## src/rtl/aes_gcm_tag_append_if.sv

```systemverilog
// ============================================================================
// Module      : aes_gcm_tag_append_if
// Description : Payload-in / wire-format-out stream bundle for the tag appender.
// Revision    : 1.0 - initial release
// ============================================================================
`default_nettype none

interface aes_gcm_tag_append_if;
    logic         s_valid;
    logic         s_ready;
    logic [127:0] s_data;
    logic [15:0]  s_keep;
    logic         s_last;
    logic         m_valid;
    logic         m_ready;
    logic [127:0] m_data;
    logic [15:0]  m_keep;
    logic         m_last;

    // slave: the appender itself; master: the surrounding core/consumer side
    modport slave (
        input  s_valid, s_data, s_keep, s_last, m_ready,
        output s_ready, m_valid, m_data, m_keep, m_last
    );
    modport master (
        output s_valid, s_data, s_keep, s_last, m_ready,
        input  s_ready, m_valid, m_data, m_keep, m_last
    );
endinterface

`default_nettype wire

```

## src/rtl/aes_gcm_tag_append.sv

```systemverilog
// ============================================================================
// Module      : aes_gcm_tag_append
// Description : Appends the 16-byte GCM tag to the ciphertext stream, packing it
//               into the free lanes of the last beat (plus one spill beat).
// Revision    : 1.0 - initial release
// ============================================================================
`default_nettype none

module aes_gcm_tag_append (
    input  wire logic                  clk,
    input  wire logic                  rst,
    input  wire logic                  start_i,
    input  wire logic                  append_en_i,
    input  wire logic [63:0]           len_pld_bits_i,
    input  wire logic [127:0]          tag_in_i,
    input  wire logic                  tag_valid_i,
    aes_gcm_tag_append_if.slave        strm,
    output logic                       busy_o,
    output logic                       done_o,
    output logic                       err_o
);

    typedef enum logic [2:0] {
        ST_IDLE     = 3'd0,
        ST_PASS     = 3'd1,
        ST_WAIT_TAG = 3'd2,
        ST_EMIT_A   = 3'd3,
        ST_EMIT_B   = 3'd4
    } state_t;

    state_t         state_q;
    logic           append_q;
    logic [60:0]    nbytes_q;
    logic [60:0]    bytecnt_q;
    logic [127:0]   tag_q;
    logic           tag_held_q;
    logic [127:0]   hold_q;
    logic [4:0]     cnt_q;
    logic           m_valid_q;
    logic [127:0]   m_data_q;
    logic [15:0]    m_keep_q;
    logic           m_last_q;
    logic           done_q;
    logic           err_q;

    logic           w_out_free;
    logic           w_s_xfer;
    logic [4:0]     w_pop;
    logic [60:0]    w_bytecnt_nxt;
    logic           w_keep_bad;
    logic           w_tag_avail;
    logic [127:0]   w_tag_eff;
    logic [127:0]   w_tag_lane;
    logic [127:0]   w_beat_a;
    logic [127:0]   w_beat_b;
    logic [15:0]    w_keep_b;
    logic           w_unused_len_lsbs;

    assign w_unused_len_lsbs = ^len_pld_bits_i[2:0];

    assign w_out_free = !m_valid_q || strm.m_ready;
    assign w_s_xfer   = strm.s_valid && strm.s_ready;

    always_comb begin
        w_pop = 5'd0;
        for (int i = 0; i < 16; i++) begin
            w_pop = w_pop + {4'd0, strm.s_keep[i]};
        end
    end

    assign w_bytecnt_nxt = bytecnt_q + {56'd0, w_pop};
    assign w_keep_bad    = (strm.s_keep == 16'd0)
                        || ((strm.s_keep & (strm.s_keep + 16'd1)) != 16'd0);

    // A strobe arriving in the very cycle WAIT_TAG checks it is usable at once
    assign w_tag_avail = tag_held_q || tag_valid_i;
    assign w_tag_eff   = tag_held_q ? tag_q : tag_in_i;

    // Tag byte j sits at the MSB end of tag_in; reorder so lane j holds byte j
    always_comb begin
        w_tag_lane = '0;
        for (int i = 0; i < 16; i++) begin
            w_tag_lane[8*i +: 8] = w_tag_eff[8*(15-i) +: 8];
        end
    end

    always_comb begin
        int c;
        c        = int'(cnt_q);
        w_beat_a = '0;
        w_beat_b = '0;
        w_keep_b = '0;
        for (int i = 0; i < 16; i++) begin
            if (i < c) begin
                w_beat_a[8*i +: 8] = hold_q[8*i +: 8];
                w_beat_b[8*i +: 8] = w_tag_lane[8*(16-c+i) +: 8];
                w_keep_b[i]        = 1'b1;
            end else begin
                w_beat_a[8*i +: 8] = w_tag_lane[8*(i-c) +: 8];
            end
        end
    end

    always_ff @(posedge clk or posedge rst) begin
        if (rst) begin
            state_q    <= ST_IDLE;
            append_q   <= 1'b0;
            nbytes_q   <= '0;
            bytecnt_q  <= '0;
            tag_q      <= '0;
            tag_held_q <= 1'b0;
            hold_q     <= '0;
            cnt_q      <= '0;
            m_valid_q  <= 1'b0;
            m_data_q   <= '0;
            m_keep_q   <= '0;
            m_last_q   <= 1'b0;
            done_q     <= 1'b0;
            err_q      <= 1'b0;
        end else begin
            done_q <= m_valid_q && strm.m_ready && m_last_q;
            if (m_valid_q && strm.m_ready) begin
                m_valid_q <= 1'b0;
            end
            if ((state_q != ST_IDLE) && tag_valid_i && !tag_held_q) begin
                tag_q      <= tag_in_i;
                tag_held_q <= 1'b1;
            end

            case (state_q)
                ST_IDLE: begin
                    if (start_i) begin
                        append_q   <= append_en_i;
                        nbytes_q   <= len_pld_bits_i[63:3];
                        err_q      <= 1'b0;
                        bytecnt_q  <= '0;
                        cnt_q      <= '0;
                        tag_held_q <= tag_valid_i;
                        if (tag_valid_i) begin
                            tag_q <= tag_in_i;
                        end
                        if (len_pld_bits_i[63:3] == 61'd0) begin
                            if (append_en_i) begin
                                state_q <= ST_WAIT_TAG;
                            end else begin
                                done_q <= 1'b1;
                            end
                        end else begin
                            state_q <= ST_PASS;
                        end
                    end
                end

                ST_PASS: begin
                    if (w_s_xfer) begin
                        bytecnt_q <= w_bytecnt_nxt;
                        if (!strm.s_last) begin
                            m_valid_q <= 1'b1;
                            m_data_q  <= strm.s_data;
                            m_keep_q  <= strm.s_keep;
                            m_last_q  <= 1'b0;
                            if (strm.s_keep != 16'hFFFF) begin
                                err_q <= 1'b1;
                            end
                        end else begin
                            if (w_keep_bad || (w_bytecnt_nxt != nbytes_q)) begin
                                err_q <= 1'b1;
                            end
                            if (append_q) begin
                                hold_q  <= strm.s_data;
                                cnt_q   <= w_pop;
                                state_q <= ST_WAIT_TAG;
                            end else begin
                                m_valid_q <= 1'b1;
                                m_data_q  <= strm.s_data;
                                m_keep_q  <= strm.s_keep;
                                m_last_q  <= 1'b1;
                                state_q   <= ST_IDLE;
                            end
                        end
                    end
                end

                ST_WAIT_TAG: begin
                    if (w_tag_avail && w_out_free) begin
                        m_valid_q <= 1'b1;
                        m_data_q  <= w_beat_a;
                        m_keep_q  <= 16'hFFFF;
                        m_last_q  <= (cnt_q == 5'd0);
                        state_q   <= ST_EMIT_A;
                    end
                end

                ST_EMIT_A: begin
                    if (strm.m_ready) begin
                        if (m_last_q) begin
                            state_q <= ST_IDLE;
                        end else begin
                            m_valid_q <= 1'b1;
                            m_data_q  <= w_beat_b;
                            m_keep_q  <= w_keep_b;
                            m_last_q  <= 1'b1;
                            state_q   <= ST_EMIT_B;
                        end
                    end
                end

                ST_EMIT_B: begin
                    if (strm.m_ready) begin
                        state_q <= ST_IDLE;
                    end
                end

                default: state_q <= ST_IDLE;
            endcase
        end
    end

    assign strm.s_ready = (state_q == ST_PASS) && w_out_free;
    assign strm.m_valid = m_valid_q;
    assign strm.m_data  = m_data_q;
    assign strm.m_keep  = m_keep_q;
    assign strm.m_last  = m_last_q;
    assign busy_o       = (state_q != ST_IDLE);
    assign done_o       = done_q;
    assign err_o        = err_q;

endmodule

`default_nettype wire

```

## src/flat_wrapper.sv

```systemverilog
// flat-port wrapper written by rule: the top's interface ports become plain ports
module aes_gcm_tag_append_flat 
  (clk, rst, start_i, append_en_i, len_pld_bits_i, tag_in_i, tag_valid_i, busy_o, done_o, err_o, strm_s_valid, strm_s_data, strm_s_keep, strm_s_last, strm_m_ready, strm_s_ready, strm_m_valid, strm_m_data, strm_m_keep, strm_m_last);
  aes_gcm_tag_append_if strm_i ();
  input  wire logic clk;
  input  wire logic rst;
  input  wire logic start_i;
  input  wire logic append_en_i;
  input  wire logic [63:0] len_pld_bits_i;
  input  wire logic [127:0] tag_in_i;
  input  wire logic tag_valid_i;
  output logic busy_o;
  output logic done_o;
  output logic err_o;
  input wire logic [$bits(strm_i.s_valid)-1:0] strm_s_valid;
  input wire logic [$bits(strm_i.s_data)-1:0] strm_s_data;
  input wire logic [$bits(strm_i.s_keep)-1:0] strm_s_keep;
  input wire logic [$bits(strm_i.s_last)-1:0] strm_s_last;
  input wire logic [$bits(strm_i.m_ready)-1:0] strm_m_ready;
  output wire logic [$bits(strm_i.s_ready)-1:0] strm_s_ready;
  output wire logic [$bits(strm_i.m_valid)-1:0] strm_m_valid;
  output wire logic [$bits(strm_i.m_data)-1:0] strm_m_data;
  output wire logic [$bits(strm_i.m_keep)-1:0] strm_m_keep;
  output wire logic [$bits(strm_i.m_last)-1:0] strm_m_last;
  assign strm_i.s_valid = strm_s_valid;
  assign strm_i.s_data = strm_s_data;
  assign strm_i.s_keep = strm_s_keep;
  assign strm_i.s_last = strm_s_last;
  assign strm_i.m_ready = strm_m_ready;
  assign strm_s_ready = strm_i.s_ready;
  assign strm_m_valid = strm_i.m_valid;
  assign strm_m_data = strm_i.m_data;
  assign strm_m_keep = strm_i.m_keep;
  assign strm_m_last = strm_i.m_last;
  aes_gcm_tag_append u_core (.clk(clk), .rst(rst), .start_i(start_i), .append_en_i(append_en_i), .len_pld_bits_i(len_pld_bits_i), .tag_in_i(tag_in_i), .tag_valid_i(tag_valid_i), .strm(strm_i), .busy_o(busy_o), .done_o(done_o), .err_o(err_o));
endmodule
```

## config.mk

```make
export PLATFORM = sky130hd
export DESIGN_NAME = aes_gcm_tag_append_flat
export DESIGN_NICKNAME = d
export VERILOG_FILES = /design/src/rtl/aes_gcm_tag_append_if.sv /design/src/rtl/aes_gcm_tag_append.sv /design/src/flat_wrapper.sv
export SDC_FILE = /design/constraint.sdc
export NUM_CORES = 2
export LEC_CHECK = 0
export ABC_AREA = 1
export BUFFER_PORTS_ARGS = -buffer_cell sky130_fd_sc_hd__clkbuf_2
export CAP_MARGIN = 40
export CELL_PAD_IN_SITES_DETAIL_PLACEMENT = 1
export CELL_PAD_IN_SITES_GLOBAL_PLACEMENT = 1
export CORE_UTILIZATION = 46
export CTS_CLUSTER_SIZE = 8
export DETAILED_ROUTE_END_ITERATION = 16
export PLACE_DENSITY_LB_ADDON = 0.1
export RECOVER_POWER = 25
export REMOVE_ABC_BUFFERS = 1
export SETUP_SLACK_MARGIN = 0.2
export SYNTH_ARGS = -nofsm -noshare
export SYNTH_HDL_FRONTEND = slang
export SYNTH_SLANG_ARGS = --single-unit
```

## constraint.sdc

```tcl
create_clock -name clk -period 48.8 [get_ports clk]
set_input_delay 9.76 -clock clk [delete_from_list [all_inputs] [get_ports clk]]
set_output_delay 9.76 -clock clk [all_outputs]
set_load 0.05 [all_outputs]
```

# Word-level counts from Yosys, hierarchy flattened
# Index checks and enable logic that the tools add are counted.
[classes]
addsub = 49
mul = 0
div = 0
order_cmp = 16
n_eq_ne = 18
n_shift = 32
n_mux = 113
n_bitwise = 1
reduce_logical = 29
[ops]
columns = ["operator", "count"]
rows = [
  ["variable part select 128 x 32 -> 8 bit", 31],
  ["2-to-1 mux 128 bit", 11],
  ["case mux 128 bit (3 select lines)", 1],
  ["2-to-1 mux 8 bit", 32],
  ["variable part select 128 x 9 -> 8 bit", 1],
  ["2-to-1 mux 61 bit", 2],
  ["case mux 61 bit (2 select lines)", 1],
  ["2-to-1 mux 16 bit", 6],
  ["adder 5 x 1 -> 5 bit", 14],
  ["adder 61 x 5 -> 61 bit", 1],
  ["logical NOT 61 bit", 1],
  ["inequality test 61 bit", 1],
  ["adder 6 x 5 -> 7 bit (second input constant)", 8],
  ["case mux 16 bit (3 select lines)", 1],
  ["subtractor 4 x 5 -> 6 bit (first input constant)", 8],
  ["< comparator 4 x 5 -> 1 bit (first input constant)", 8],
  ["2-to-1 mux 1 bit", 40],
  ["adder 6 x 4 -> 7 bit (second input constant)", 4],
  ["2-to-1 mux 3 bit", 9],
  ["subtractor 3 x 5 -> 6 bit (first input constant)", 4],
  ["< comparator 3 x 5 -> 1 bit (first input constant)", 4],
  ["2-to-1 mux 5 bit", 4],
  ["adder 16 x 1 -> 16 bit (second input constant)", 1],
  ["AND 16 bit", 1],
  ["36 further kinds", 64],
]
[word_totals]
regBits = 536
latchBits = 0
ramBits = 0
rom_bits = 0
output_inout_bits = 150
word_cells = 272
mem_count = 0

# Longest topological paths before layout
[logic_depth]
depth_word = 22
ltp_mapped = 35
mapped_depth_nobuf = 35

# Worst setup path before layout
# Ideal clock, no wire load.
[synth_path]
kind = "input to output"
start = "in strm_m_ready"
end = "out strm_s_ready"
t_arrival_ns = 10.485
required_time_ns = 39.040
setup_slack_ns = 28.555
path_stages = 2
n_path_buf = 0
path_cell_list = "nor2_1 -> nor2_1"
[synth_between]
elab_chain_cells = 2
[synth_rtl]
columns = ["item", "line_no", "text"]
rows = [
  ["start: declaration", "flat_wrapper.sv:19", "input wire logic [$bits(strm_i.m_ready)-1:0] strm_m_ready;"],
  ["logical OR 1 bit", "aes_gcm_tag_append.sv:61", "assign w_out_free = !m_valid_q || strm.m_ready;"],
  ["logical AND 1 bit", "aes_gcm_tag_append.sv:219", "assign strm.s_ready = (state_q == ST_PASS) && w_out_free;"],
  ["end: declaration", "flat_wrapper.sv:20", "output wire logic [$bits(strm_i.s_ready)-1:0] strm_s_ready;"],
]
# No other way between the ends.

# Worst setup path after layout
# Ends and elaborated chain as after synthesis.

==> results.txt <==
----------------------------------------------------
[Pwr]
  Proportion of total power due to net switching ... 59.5%
  Leakage component of the power ... 22.4 nW
  IR drop worst, VDD ... 0.0549 mV
  Clock Power Share ... 12.3%
  Cell internal power dissipation ... 1.77 mW
  Relative contribution of sequential cells to total power ... 17.5%
  Switching component of the power ... 2.61 mW
  Total power divided by cell area ... 91.1 mW/mm^2
  Combinational fraction of design power ... 70.2%

[Clock tree]
  Post-CTS clock slew at the launch and capture registers of the worst setup and hold paths ... 60 ps
  CTS sink cnt ... 536
  Clock Tree Buf Depth ... 3
  Hold Buf Count CTS ... 0
  Maximum level of the CTS H-tree ... 3
  Root Buffer Master ... clkbuf_16
  TritonCTS clock tree ... built
  Worst-Skew Late Latency ... 690 ps
  Total clock buffers created by CTS ... 79
  Quantity of gates resized following cts ... 0
  Number of post-CTS setup repair buffers ... 0

[Outcome]
  Violated checks ... max-capacitance violations, max-slew violations
  Result of the run ... finished with violations

[Cells and area]
  Layout overhead on the synthesized area ... 13.6%
  Layout fillers ... 12300
  Layout cell share with drive strength beyond 1 ... 13.4%
  Final cell count without fillers ... 8004
  Area used by sequential logic in the layout ... 0.0134 mm^2
  Net total in the final layout ... 7207
  Final std cell area, no fill ... 0.0481 mm^2
  Core utilization of the finished layout ... 53.1%
  Area occupied by multi-input gates ... 0.0252 mm^2

[Yosys]
  Mean cell area of the mapped netlist ... 6.50 um^2
  Most numerous cell in the Yosys netlist ... nand2_1
  Ranking of synthesized cells by area ... dfrtp_1 (32%), nand2_1 (18%), o21ai_0 (12%)
  Post-synthesis sequential element count ... 536
  Most used DFF post-synth ... dfrtp_1
  Area share of the leading cell type in the synthesized netlist ... 31.7%
  Netlist area before placement ... 0.0423 mm^2
  Gate Count Post-Synth ... 6510
  Share of the yosys chip area belonging to registers ... 31.7%
  Top cells by instance count after synthesis ... nand2_1 (1974), o21ai_0 (990), dfrtp_1 (536)
  Yosys warning count ... 0
  Async S/R FF share, synth ... 100%
  Number of unique standard cell types used by synthesis ... 63
  EDFF count, synth ... 0
  Most area-hungry cell type in the Yosys netlist ... dfrtp_1

[Detailed routing]
  Routed WL ... 213000 um
  Antenna-violating nets left ... 0
  Detailed-router iteration count before antenna repair ... 6
  1st-iter DRT viols ... 5441
  Avg Vias per Cell ... 6.32
  DRC violations left ... 0
  Post-DR wirelength/cell ... 26.6 um
  Vias ... 50600

[Flow run]
  Max-cap violations ... 6

[Placement]
  Placer Congestion ... 1.02
  Port Buf Inserts ... 490
  Dpl ws ... 28430 ps
  Count of placed standard cells including taps ... 7897
  Detailed placer's ending HPWL ... 157000 um
  Placed inst area ... 0.0459 mm^2

[Timing]
  Clock skew after layout ... 38.3 ps
  Setup violation total in the final timing report ... 0
  Slew HR ... -496%
  Tmin final ... 20450 ps
  Count of final hold-check violations ... 0
  Setup Total Neg Slack ... 0 ps
  Crit share post-route ... 41.9%
  Worst-Margin Slew ... 8940 ps
  Maximum frequency from static timing analysis ... 48.9 MHz
  Final number of max-transition violations ... 499
  Worst-case setup margin in the final layout ... 28350 ps
  RSZ-0062 raised after global routing ... no

[Setup path]
  Critical path's largest stage delay ... 320 ps
  Critical Path Source Type ... input pin
  Crit path DAT ... 10690 ps
  Critical path required time ... 39040 ps
  Critical setup path kind ... in2out
  Crit path max fanout ... 5
  Critical-path cell list ... clkbuf_1, nor2_1, nor2_1, clkbuf_2
  Cell type with the highest occurrence count on the critical path ... nor2_1
  Slowest-stage cell, CP ... clkbuf_2
  Worst Setup End Kind ... output pin

[Floorplan]
  Die Span Y ... 305 um
  Die width ... 305 um
  Core Footprint ... 0.0906 mm^2
  Area of the die ... 0.0932 mm^2
  Core Rows ... 110
  Initial Utilization ... 46.7%
  Total I/O pin count ... 494

[Worst hold path]
  Path class of the lowest-slack min-delay path ... reg2reg

[GRT]
  Antenna violations before repair ... 11
  Number of global-route vias before repair ... 50300
  Total routing usage reported by global routing ... 44.8%
  Remaining Overflow, GRT ... 0
  Pin count of the biggest net entering global routing ... 205
  First-pass GRT wire length ... 318000 um

----------------------------------------------------
cells in the final DEF (no fill, tap or decap), types with 115 or more instances in the layout:
master	instances
mux2_2	115
nand3_1	325
clkbuf_2	488
o21ai_0	986
nor2_1	470
dfrtp_1	532
o211ai_1	118
nand2_1	1971
a21oi_1	319
inv_1	529
worst paths after layout:
path | start | end | slack [ps] | cells after the start
worst min register to register | u_core.hold_q[8] | u_core.hold_q[8] | 470 | 2
worst max register to register | u_core.state_q[0] | u_core.tag_q[31] | 39550 | 8
worst max-delay path | strm_m_ready | strm_s_ready | 28350 | 4
worst min-delay path | u_core.hold_q[8] | u_core.hold_q[8] | 470 | 2
min in group asynchronous | rst | u_core.strm.m_keep[1] | 10680 | 2
max in group asynchronous | rst | u_core.tag_q[29] | 32810 | 4
power by group through the flow:
stage          Combinational, mW  Clock, mW  Sequential [mW]
4_1_cts                     2.95      0.540            0.762
2_1_floorplan               1.63          0            0.955
3_3_place_gp                2.81          0            0.753
3_5_place_dp                2.92          0            0.765
5_1_grt                     3.26      0.555            0.784
6_report                    3.07      0.538            0.769
cell type report:
cell class	instances	share of cell area, %
timing repair buffer	626	7.41
sequential	536	27.9
tap	1176	3.06
antenna	5	0.0260
multi-input combinational	4997	52.4
clock buffer	88	4.33
clock inverter	9	0.359
inverter	567	4.46
sequential cells by signal, indices dropped and copies added (netlist names), 3 cells and up:
register / cells
u_core.bytecnt_q: 61
u_core.cnt_q: 5
u_core.hold_q: 128
u_core.nbytes_q: 61
u_core.state_q: 3
u_core.strm.m_data: 128
u_core.strm.m_keep: 16
u_core.tag_q: 128
per-layer routing:
| metal | GRT usage (%) | wire length, um | vias up | share of wire [%] |
|---|---|---|---|---|
| met5 | 0 | 90 | - | 0.042 |
| met4 | 26.0 | 14300 | 12 | 6.7 |
| met3 | 10.5 | 21300 | 692 | 10 |
| met2 | 69.6 | 94300 | 2764 | 44 |
| met1 | 57.1 | 83300 | 24800 | 39 |
| li1 | - | - | 22300 | - |
worst max-delay path, delay by kind of cell:
family                 cells  cell delay (ps)
buffers and inverters      2              530
and+or+nand+nor            2              400
per-stage QoR:
step / total power [mW] / hold slack (ps)
after CTS: 4.25 / 473
after global routing: 4.60 / 513
after floorplan: 2.58 / 442
after detailed placement: 3.68 / 459
after global placement: 3.56 / 457
final: 4.38 / 474
logic make-up after synthesis:
| kind of cell | count (synthesis) | synth area share (%) |
|---|---|---|
| xor gates and xnor gates | 82 | 2.36 |
| and+or+nand+nor | 2923 | 27.8 |
| adders and majority gates | 56 | 1.85 |
| muxes | 122 | 3.23 |
| buffers and inverters | 977 | 9.00 |
| AOI/OAI and AO/OA | 1814 | 24.0 |
| DFF | 536 | 31.7 |
No activity file was read; power rests on OpenSTA's default activity.
